===== config.mk =====
export PLATFORM = sky130hd
export DESIGN_NAME = sdram_refresh_seq
export DESIGN_NICKNAME = d
export VERILOG_FILES = /design/src/rtl/sdram_refresh_seq.sv
export SDC_FILE = /design/constraint.sdc
export NUM_CORES = 1
export LEC_CHECK = 0
export ABC_AREA = 1
export CORE_MARGIN = 2
export CORE_UTILIZATION = 55
export CTS_CLUSTER_DIAMETER = 60
export DETAILED_ROUTE_END_ITERATION = 7
export PLACE_DENSITY = 0.84
export SETUP_SLACK_MARGIN = 0.02
export SYNTH_ARGS = -nofsm -noshare
export SYNTH_HDL_FRONTEND = slang
export SYNTH_SLANG_ARGS = --single-unit

===== constraint.sdc =====
create_clock -name wb_clk_i -period 2.58 [get_ports wb_clk_i]
set_input_delay 0.516 -clock wb_clk_i [delete_from_list [all_inputs] [get_ports wb_clk_i]]
set_output_delay 0.516 -clock wb_clk_i [all_outputs]
set_load 0.02 [all_outputs]

===== src/rtl/sdram_refresh_seq.sv =====
// SDRAM power-up initialisation and periodic auto-refresh sequencer.
// Borrows the command pins from the access engine via a req/grant handshake.
module sdram_refresh_seq #(
    parameter int unsigned INIT_WAIT_CYCLES = 5000,
    parameter int unsigned REFRESH_CYCLES   = 390,
    parameter int unsigned TRP              = 2,
    parameter int unsigned TRFC             = 7,
    parameter int unsigned TMRD             = 2,
    parameter logic [12:0] MODE_REG         = 13'h0032
) (
    input  logic        wb_clk_i,
    input  logic        wb_rst_i,
    input  logic        ref_gnt_i,
    output logic        ref_req_o,
    output logic        seq_own_o,
    output logic        init_done_o,
    output logic        ref_ovf_o,
    output logic        cs_n_o,
    output logic        ras_n_o,
    output logic        cas_n_o,
    output logic        we_n_o,
    output logic [12:0] a_o,
    output logic [1:0]  ba_o,
    output logic        cke_o
);

    localparam int unsigned TA   = (TRP > TRFC) ? TRP : TRFC;
    localparam int unsigned TB   = (TA > TMRD) ? TA : TMRD;
    localparam int unsigned TMax = (TB > INIT_WAIT_CYCLES) ? TB : INIT_WAIT_CYCLES;
    localparam int unsigned TW   = $clog2(TMax + 1);
    localparam int unsigned RW   = (REFRESH_CYCLES > 1) ? $clog2(REFRESH_CYCLES) : 1;

    localparam logic [TW-1:0] InitLoad = TW'(INIT_WAIT_CYCLES - 1);
    localparam logic [TW-1:0] TrpLoad  = TW'(TRP - 1);
    localparam logic [TW-1:0] TrfcLoad = TW'(TRFC - 1);
    localparam logic [TW-1:0] TmrdLoad = TW'(TMRD - 1);
    localparam logic [RW-1:0] RefLoad  = RW'(REFRESH_CYCLES - 1);

    localparam logic [3:0]  CmdNop  = 4'b0111;
    localparam logic [3:0]  CmdPre  = 4'b0010;
    localparam logic [3:0]  CmdRef  = 4'b0001;
    localparam logic [3:0]  CmdLmr  = 4'b0000;
    localparam logic [12:0] AddrAll = 13'h0400;

    typedef enum logic [3:0] {
        StInitWait,
        StInitPre,
        StInitRef1,
        StInitRef2,
        StInitLmr,
        StIdle,
        StReq,
        StPre,
        StRef
    } state_e;

    state_e        state_q, state_d;
    logic [TW-1:0] timer_q, timer_d;
    logic [3:0]    cmd_q, cmd_d;
    logic [12:0]   addr_q, addr_d;
    logic          init_done_q, init_done_d;
    logic          cke_q;
    logic          ovf_q, ovf_d;
    logic [2:0]    pend_q, pend_d;
    logic [RW-1:0] rcnt_q, rcnt_d;
    logic          tick;
    logic          ref_cmd;

    // Commands are registered: cmd_d is the command for the state being entered.
    always_comb begin
        state_d     = state_q;
        timer_d     = (timer_q != '0) ? timer_q - 1'b1 : timer_q;
        cmd_d       = CmdNop;
        addr_d      = '0;
        init_done_d = init_done_q;
        case (state_q)
            StInitWait: if (timer_q == '0) begin
                state_d = StInitPre;
                timer_d = TrpLoad;
                cmd_d   = CmdPre;
                addr_d  = AddrAll;
            end
            StInitPre: if (timer_q == '0) begin
                state_d = StInitRef1;
                timer_d = TrfcLoad;
                cmd_d   = CmdRef;
            end
            StInitRef1: if (timer_q == '0) begin
                state_d = StInitRef2;
                timer_d = TrfcLoad;
                cmd_d   = CmdRef;
            end
            StInitRef2: if (timer_q == '0) begin
                state_d = StInitLmr;
                timer_d = TmrdLoad;
                cmd_d   = CmdLmr;
                addr_d  = MODE_REG;
            end
            StInitLmr: if (timer_q == '0) begin
                state_d     = StIdle;
                init_done_d = 1'b1;
            end
            StIdle: if (pend_q != 3'd0) state_d = StReq;
            StReq: if (ref_gnt_i) begin
                state_d = StPre;
                timer_d = TrpLoad;
                cmd_d   = CmdPre;
                addr_d  = AddrAll;
            end
            StPre: if (timer_q == '0) begin
                state_d = StRef;
                timer_d = TrfcLoad;
                cmd_d   = CmdRef;
            end
            StRef: if (timer_q == '0) state_d = StIdle;
            default: state_d = StInitWait;
        endcase
    end

    // Periodic tick bookkeeping; a tick landing on the refresh command cancels out.
    always_comb begin
        tick    = init_done_q && (rcnt_q == '0);
        ref_cmd = (state_q == StRef) && (cmd_q == CmdRef);
        rcnt_d  = rcnt_q;
        if (init_done_q) rcnt_d = tick ? RefLoad : rcnt_q - 1'b1;
        pend_d = pend_q;
        case ({tick, ref_cmd})
            2'b10:   if (pend_q != 3'd7) pend_d = pend_q + 3'd1;
            2'b01:   if (pend_q != 3'd0) pend_d = pend_q - 3'd1;
            default: pend_d = pend_q;
        endcase
        ovf_d = ovf_q | (tick && (pend_q == 3'd7));
    end

    always_ff @(posedge wb_clk_i) begin
        if (wb_rst_i) begin
            state_q     <= StInitWait;
            timer_q     <= InitLoad;
            cmd_q       <= CmdNop;
            addr_q      <= '0;
            init_done_q <= 1'b0;
            cke_q       <= 1'b0;
            ovf_q       <= 1'b0;
            pend_q      <= 3'd0;
            rcnt_q      <= RefLoad;
        end else begin
            state_q     <= state_d;
            timer_q     <= timer_d;
            cmd_q       <= cmd_d;
            addr_q      <= addr_d;
            init_done_q <= init_done_d;
            cke_q       <= 1'b1;
            ovf_q       <= ovf_d;
            pend_q      <= pend_d;
            rcnt_q      <= rcnt_d;
        end
    end

    assign {cs_n_o, ras_n_o, cas_n_o, we_n_o} = cmd_q;
    assign a_o         = addr_q;
    assign ba_o        = 2'b00;
    assign cke_o       = cke_q;
    assign init_done_o = init_done_q;
    assign ref_ovf_o   = ovf_q;
    assign ref_req_o   = (state_q == StReq);
    assign seq_own_o   = !((state_q == StIdle) || (state_q == StReq));

endmodule


Yosys cells after proc, flatten, opt, wreduce, memory -nomap -nowiden
Cells that the tools add are included.
- register bits: 49
- word-level logic and storage cells: 82
- $add $sub $neg: 4
- equality and inequality tests: 23
- multiplexer cells: 28
- bitwise gates (word level): 1
- reductions and logical operators: 17
- operator list (kind ; count):
    13-bit two-way mux ; 4
    13-bit case mux with 3 select lines ; 1
    11-bit case mux with 3 select lines ; 1
    4-bit two-way mux ; 8
    4-bit case mux with 8 select lines ; 1
    11-bit two-way mux ; 2
    3-bit two-way mux ; 6
    2-bit != test, second input constant ; 9
    4-bit by 3-bit equality test with 1-bit output, second input constant ; 4
    13-bit zero test ; 1
    13-bit nonzero test ; 1
    13-bit by 1-bit subtractor with 13-bit output, second input constant ; 1
    3-bit case mux with 4 select lines ; 1
    9-bit zero test ; 1
    9-bit two-way mux ; 1
    9-bit by 1-bit subtractor with 9-bit output, second input constant ; 1
    4-bit by 1-bit equality test with 1-bit output, second input constant ; 2
    4-bit by 2-bit equality test with 1-bit output, second input constant ; 2
    8-bit AND reduction ; 1
    6-bit two-way mux ; 1
    3-bit case mux with 2 select lines ; 1
    4-bit equality test, second input constant ; 1
    4-bit zero test ; 1
    2-bit OR reduction ; 2
    17 further kinds ; 19

Longest topological paths before layout
Gate-level depths: netlist of the first run.
- depth in word-level cells: 5
- depth in mapped cells: 13
- gate-level depth less buffers: 13

Worst setup path before layout of the first run
Ideal clock, no wire load.
- path kind: flip-flop to flip-flop
- start point: reg timer_q[0]
- end point: reg timer_q[0]
- library setup time: 130 ps
- arrival time: 1686 ps
- setup slack: 764 ps
- stages on the path, launching flop included: 11
- buffers on the path: 1
- cells stage by stage: dfxtp_1 -> inv_1 -> ha_1 -> nand2_1 -> nor2_1 -> nand2_2 -> buf_2 -> ha_1 -> a21oi_1 -> nor3_1 -> o211ai_1
- longest elaborated chain between the ends: 4
- elaborated cells on any way between the ends: 8
- RTL lines (what ; RTL line ; text):
    from (decl) ; 58 ; logic [TW-1:0] timer_q, timer_d;
    from (signal assigned) ; 138 ; timer_q <= InitLoad;
    from (signal assigned) ; 148 ; timer_q <= timer_d;
    13-bit by 1-bit subtractor with 13-bit output / 13-bit nonzero test (equally long branches) ; 72 ; timer_d = (timer_q != '0) ? timer_q - 1'b1 : timer_q;
    13-bit two-way mux ; 72 ;
    13-bit two-way mux, on equally long branches ; - ;
    13-bit case mux with 3 select lines * ; 76 ; case (state_q)
Mark *: on every way between the ends. The rest lies on a longest branch, timed or not.
A chain may end at the register's enable or synchronous reset.

Worst setup path after layout of the first run
- start point: reg state_q[3]
- end point: out seq_own_o
- longest elaborated chain between the ends: 3
- elaborated cells on any way between the ends: 4
- RTL lines (what ; RTL line ; text):
    from (decl) ; 57 ; state_e state_q, state_d;
    from (signal assigned) ; 137 ; state_q <= StInitWait;
    from (signal assigned) ; 147 ; state_q <= state_d;
    4-bit by 3-bit equality test with 1-bit output ; 166 ; assign seq_own_o = !((state_q == StIdle) || (state_q == StReq));
    1-bit logical OR * ; 166 ;
    1-bit zero test * ; 166 ;
    to (decl) ; 15 ; output logic seq_own_o,
Marked as above.

==> impl_metrics.yaml, run 1 <==
status:
  status: "finished clean"
die:
  die-area_mm2: 0.00434
  rows: 22
  die_w_um: 65.9
  ioPinCount: 27
  core_mm2: 0.00366
  initial_utilization_pct: 57.5
  die_height_um: 65.9
route:
  antenna_left: 0
  route.detailed.drc: 0
  drt-initial-drc-count: 53
  via_per_inst: 4.99
  routedWlPerCell_um: 11.1
  routed_wl_um: 4100
  vias: 1846
  dr.pass1.iters: 4
worst_hold_path:
  hp-class: "reg -> reg"
  min_delay_path_depth: 1
  hp-start: "ref_ovf_o"
  min_to: "ref_ovf_o"
critical_path:
  cpPeakStageDelay_ps: 630
  crit_fanout: 5
  crit_path_end_kind: "output port"
  crit_chain: "inv_2, nand2_4, nor2_4, nor2_1, clkdlybuf4s50_1"
  cpLargestDelayFamily: "buffers and inverters"
  required_ps: 2060
  ff2ff_setup_slack_ps: 460
  r2r-end: "timer_q[0]"
  worstRegToRegCells: 9
  start_kind: "flip-flop"
  cp_slowest_cell: "clkdlybuf4s50_1"
  rr_startpoint: "timer_q[0]"
  worst-path-stages: 5
  worstPathArrival_ps: 1790
  crit_type: "reg -> out"
  path_buf_inv: 2
final_layout:
  diodes: 0
  final_cells: 370
  syn_to_final_growth_pct: 11.5
  finalNetCount: 330
  drive_gt1_share_pct: 11.2
synthesis:
  syn_avg_cell_area_um2: 6.90
  yosys.area.top_type_share_pct: 35.2
  synth.distinct_cells: 32
  synth_top_cell_by_area: "dfxtp_1"
  synth-warning-count: 0
  ys_seq_elements: 37
  synth_area_mm2: 0.00211
  syn_inst: 305
  synth-seq-area-share_pct: 35.2
  synth_area_leaders: "dfxtp_1 (35%), nand2_1 (12%), nor2_1 (8.7%), nand3_1 (5.9%), inv_1 (5.9%)"
global_route:
  antenna_found_initial: 0
  grt_overflow: 0
  grt_pass1_vias: 1719
  grt_use_total_pct: 20.8
  grt_pass1_wl_um: 6980
  grt_max_degree: 17
timing:
  drv_slew: 0
  fmaxAchievable_mhz: 434
  fin_crit_sh_pct: 89.3
  tns_ps: 0
  rsz0062_at_grt: "false"
  setup_viol: 0
  skew_ps: 3.21
  hold_viol: 0
  period_minus_slack_ps: 2300
clocking:
  clockBufferDepth: 2
  cts_resized: 0
  path_clk_slew_ps: 80
  postCtsSetupBuffers: 0
  tritoncts: "built"
  ctsHoldBuffers: 0
  cts_buffers: 5
  clockRootBuffer: "clkbuf_8"
  clk-insertion-delay-late_ps: 280
  cts.sinks: 37
  h-tree-depth: 2
place:
  dp_hpwl_um: 3100
  dp_cells: 362
  io_buffer_count: 14
  gp_congestion: 0.978
pwr:
  p_leak_nw: 1.07
  power.density_mw_per_mm2: 857
  ir_worst_vdd_v: 0.000655
run:
  maxCapViolCount: 0
worst max-delay path by stage:
stage,startpoint,to
2_1_floorplan,timer_q[0],timer_q[0]
3_3_place_gp,wb_rst_i,rcnt_q[0]
3_5_place_dp,wb_rst_i,rcnt_q[8]
4_1_cts,state_q[3],seq_own_o
5_1_grt,state_q[1],seq_own_o
6_report,state_q[3],seq_own_o
registers in the layout, indices dropped and copies added (netlist names):
register / count
ref_ovf_o: 1
a_o: 2
cmd_q: 3
pend_q: 3
timer_q: 13
init_done_o: 1
rcnt_q: 9
state_q: 4
cke_o: 1
placed cells by master (no fill, tap or decap), drive strengths merged:
cell type	netlist	routed
nor3	7	7
buf	17	1
conb	1	12
nand4	2	2
o31ai	1	1
nand3	27	27
a21oi	11	11
clkbuf	0	5
o21a	1	1
nand2	78	78
bufinv	0	1
o2111ai	1	1
o211ai	1	1
o21bai	2	2
clkinvlp	0	1
nor2	56	56
dfxtp	37	37
o21ai	7	7
nand3b	1	1
inv	37	37
fa	1	1
ha	5	5
or2	1	1
clkinv	0	1
clkdlybuf4s50	0	14
xnor2	1	1
xor2	10	10
routing by layer:
metal,GRT usage [%],routed length (um),vias up
met4,9.38,88,0
met2,36.6,1970,56
li1,-,-,960
met5,0,0,-
met1,23.5,1800,819
met3,5.28,241,11
power breakdown:
group          switching, mW  internal (mW)  total [mW]
sequential            0.0910          0.654       0.745
combinational          0.494          0.273       0.767
clock                  0.210          0.289       0.499
area by class of cell:
type	count	area (um^2)
Clock buffer	5	68.8
Clock inverter	3	46.3
Fill cell	330	1310
Inverter	37	139
Multi-Input combinational cell	225	1140
Sequential cell	37	741
Tap cell	48	60.1
Timing Repair Buffer	15	148
synth_stat cells (all sizes together):
| master | n |
|---|---|
| o211ai | 1 |
| dfxtp | 37 |
| xnor2 | 1 |
| o2111ai | 1 |
| nand3b | 1 |
| buf | 17 |
| nor3 | 7 |
| nand4 | 2 |
| fa | 1 |
| nand2 | 78 |
| o31ai | 1 |
| ha | 5 |
| o21bai | 2 |
| conb | 1 |
| a21oi | 11 |
| nand3 | 27 |
| nor2 | 56 |
| inv | 37 |
| o21a | 1 |
| or2 | 1 |
| xor2 | 10 |
| o21ai | 7 |
cell families (layout without fill, tap and decap cells):
family                   after synthesis  after routing  share of synthesized area [%]
adder cells (fa/ha/maj)                6              6                           3.92
AND/OR/NAND/NOR                      172            172                           36.5
buffers and inverters                 54             60                           12.4
XOR/XNOR                              11             11                           4.58
flip-flops                            37             37                           35.2
AO/OA/AOI/OAI                         24             24                           7.19
other                                  1             12                          0.178
through the flow:
stage	hold WS (ps)	setup slack [ps]	cell area (um^2)	util (%)	total power [mW]
finish	475	277	2350	64.1	2.01
floorplan	443	764	2150	-	1.36
detailed placement	463	556	2230	61.0	1.51
global placement	453	583	2230	61.0	1.49
CTS	482	283	2350	64.1	2.02
global route	507	168	2350	64.1	2.15
Power figures use the tool's default switching activity.
==> run 2: changes to the inputs <==
ABC_AREA = unset   (was 1)
HOLD_SLACK_MARGIN = 0.12   (was unset)
==> impl_metrics.yaml, run 2 <==
final_layout:
  finalNetCount: 268
  drive_gt1_share_pct: 11.9
  syn_to_final_growth_pct: 11.5
  largest_reg_flops: 13
  top_register: "timer_q"
  diodes: 0
  mostFrequentLayoutCell: "dfxtp_1"
  final_cell_mix: "dfxtp_1 (37), nor2_1 (20), nand2_1 (15), clkdlybuf4s50_1 (14), inv_1 (13)"
  final_area_mm2: 0.00234
  largest_registers: "timer_q: 13 flops, rcnt_q: 9 flops, state_q: 4 flops"
synthesis:
  syn_inst: 243
  synth_area_mm2: 0.00210
  yosys.area.top_type_share_pct: 35.3
  synth.distinct_cells: 64
  synth.most_common_cell: "dfxtp_1"
  synth_top_cell_by_area: "dfxtp_1"
  synth-seq-area-share_pct: 35.3
  synth-warning-count: 0
  synth_ff_type: "dfxtp_1"
  synth_area_leaders: "dfxtp_1 (35%), buf_4 (5.0%), nor2_1 (3.6%), xor2_1 (3.3%), ha_1 (3.0%)"
  synth-edff-count: 0
  syn_avg_cell_area_um2: 8.64
  synthArstFlopShare_pct: 0
  synth_common_cells: "dfxtp_1 (37), nor2_1 (20), nand2_1 (15)"
  ys_seq_elements: 37
route:
  routedWlPerCell_um: 13.8
  route.detailed.drc: 0
  drt-initial-drc-count: 127
  via_per_inst: 5.71
  vias: 1759
  antenna_left: 0
  dr.pass1.iters: 4
  routed_wl_um: 4270
run:
  maxCapViolCount: 0
timing:
  drv_slew: 0
  maxSlewHeadroom_pct: 66.7
  period_minus_slack_ps: 2380
  setup_viol: 0
  layout_setup_ws_ps: 196
  fin_crit_sh_pct: 92.4
  fmaxAchievable_mhz: 419
  worst_slew_pin_slew_ps: 492
  skew_ps: 8.31
  rsz0062_at_grt: "false"
  hold_viol: 0
  tns_ps: 0
critical_path:
  r2r-end: "timer_q[0]"
  crit_start: "timer_q[0]"
  worstRegToRegCells: 9
  start_kind: "flip-flop"
  crit_type: "reg -> reg"
  rr_startpoint: "timer_q[0]"
  ff2ff_setup_slack_ps: 200
  crit_fanout: 5
  crit_end: "timer_q[0]"
  required_ps: 2740
  crit_path_end_kind: "flip-flop"
  worstPathArrival_ps: 2540
die:
  die_height_um: 65.8
  rows: 22
  die-area_mm2: 0.00433
  die_w_um: 65.8
  initial_utilization_pct: 57.3
  core_mm2: 0.00366
  ioPinCount: 27
global_route:
  grt_pass1_vias: 1628
  grt_overflow: 0
  grt_pass1_wl_um: 7380
  grt_max_degree: 21
  grt_use_total_pct: 22.2
  antenna_found_initial: 0
pwr:
  power.density_mw_per_mm2: 446
  p_leak_nw: 0.865
  ir_worst_vdd_v: 0.000307
clocking:
  cts.sinks: 37
  h-tree-depth: 2
  clk-insertion-delay-late_ps: 290
  tritoncts: "built"
  postCtsSetupBuffers: 0
  clockRootBuffer: "clkbuf_8"
  path_clk_slew_ps: 70
  cts_buffers: 5
  clockBufferDepth: 2
place:
  io_buffer_count: 14
  pre_cts_slack_ps: 165
  dp_hpwl_um: 2900
  gp_congestion: 0.868
  placed_area_mm2: 0.00225
worst_hold_path:
  hp-class: "reg -> reg"
status:
  status: "finished clean"
[run 2: how the worst min path moves through the flow]
stage                           end  cells past startpoint       from
final                     ref_ovf_o                      2  ref_ovf_o
after detailed placement  ref_ovf_o                      2  ref_ovf_o
after CTS                 ref_ovf_o                      2  ref_ovf_o
after floorplan           rcnt_q[8]                      2  rcnt_q[8]
after global placement    ref_ovf_o                      2  ref_ovf_o
after global routing      ref_ovf_o                      2  ref_ovf_o
[run 2: repair_timing]
action	in CTS	in global routing
setup endpoints to repair	0	1
gates resized for setup	0	2
hold buffers	0	0
[run 2: area by class of cell]
| class | instances | area, um^2 |
|---|---|---|
| clock buffers | 6 | 72.6 |
| clock inverters | 2 | 10.0 |
| flip-flops and latches | 37 | 741 |
| fillers | 312 | 1320 |
| well taps | 48 | 60.1 |
| multi-input cells | 179 | 1200 |
| repair buffers | 22 | 200 |
| inverters | 14 | 52.6 |
[run 2: cells by family (layout without fill, tap and decap cells)]
group	count (synthesis)	after routing	share of synthesized area (%)
and+or+nand+nor	93	93	25.1
muxes	7	7	3.58
DFF	37	37	35.3
other	1	12	0.179
buffers and inverters	38	44	9.71
AOI/OAI and AO/OA	49	49	17.2
adders and majority gates	6	6	3.93
xor gates and xnor gates	12	12	5.01
[run 2: power breakdown]
group	leakage, nW	switching, mW	total, mW	internal, mW
combinational	0.520	0.0436	0.0648	0.0212
sequential	0.300	0.00796	0.586	0.578
clock	0.0450	0.205	0.392	0.187
[run 2: metrics by stage]
stage	hold WS [ps]	util, %	power (mW)	cells
after detailed placement	445	61.4	0.662	300
after floorplan	451	-	0.660	254
final	452	63.9	1.04	308
after global routing	473	63.9	1.09	308
after global placement	436	61.4	0.659	300
after CTS	456	63.7	1.05	308
[run 2: metal layers]
metal	vias up	share of wire (%)	global-route usage, %
li1	875	-	-
met1	823	46	28.1
met2	54	46	35.9
met3	7	6.2	5.79
met4	0	1.8	9.11
met5	-	0	0
[run 2: critical path, stage by stage (launching register included)]
cell      delay [ps]
dfxtp_1          340
inv_1            100
ha_2             220
or4b_4           500
nor4_4           310
inv_2            100
ha_1             320
nand2b_1          70
a221oi_2         210
a32oi_1           70
==> run 3: changes to the inputs <==
GPL_ROUTABILITY_DRIVEN = 0   (was unset)
==> results of run 3 <==
No change in the layout: final DEF, timing and power equal those of run 2.
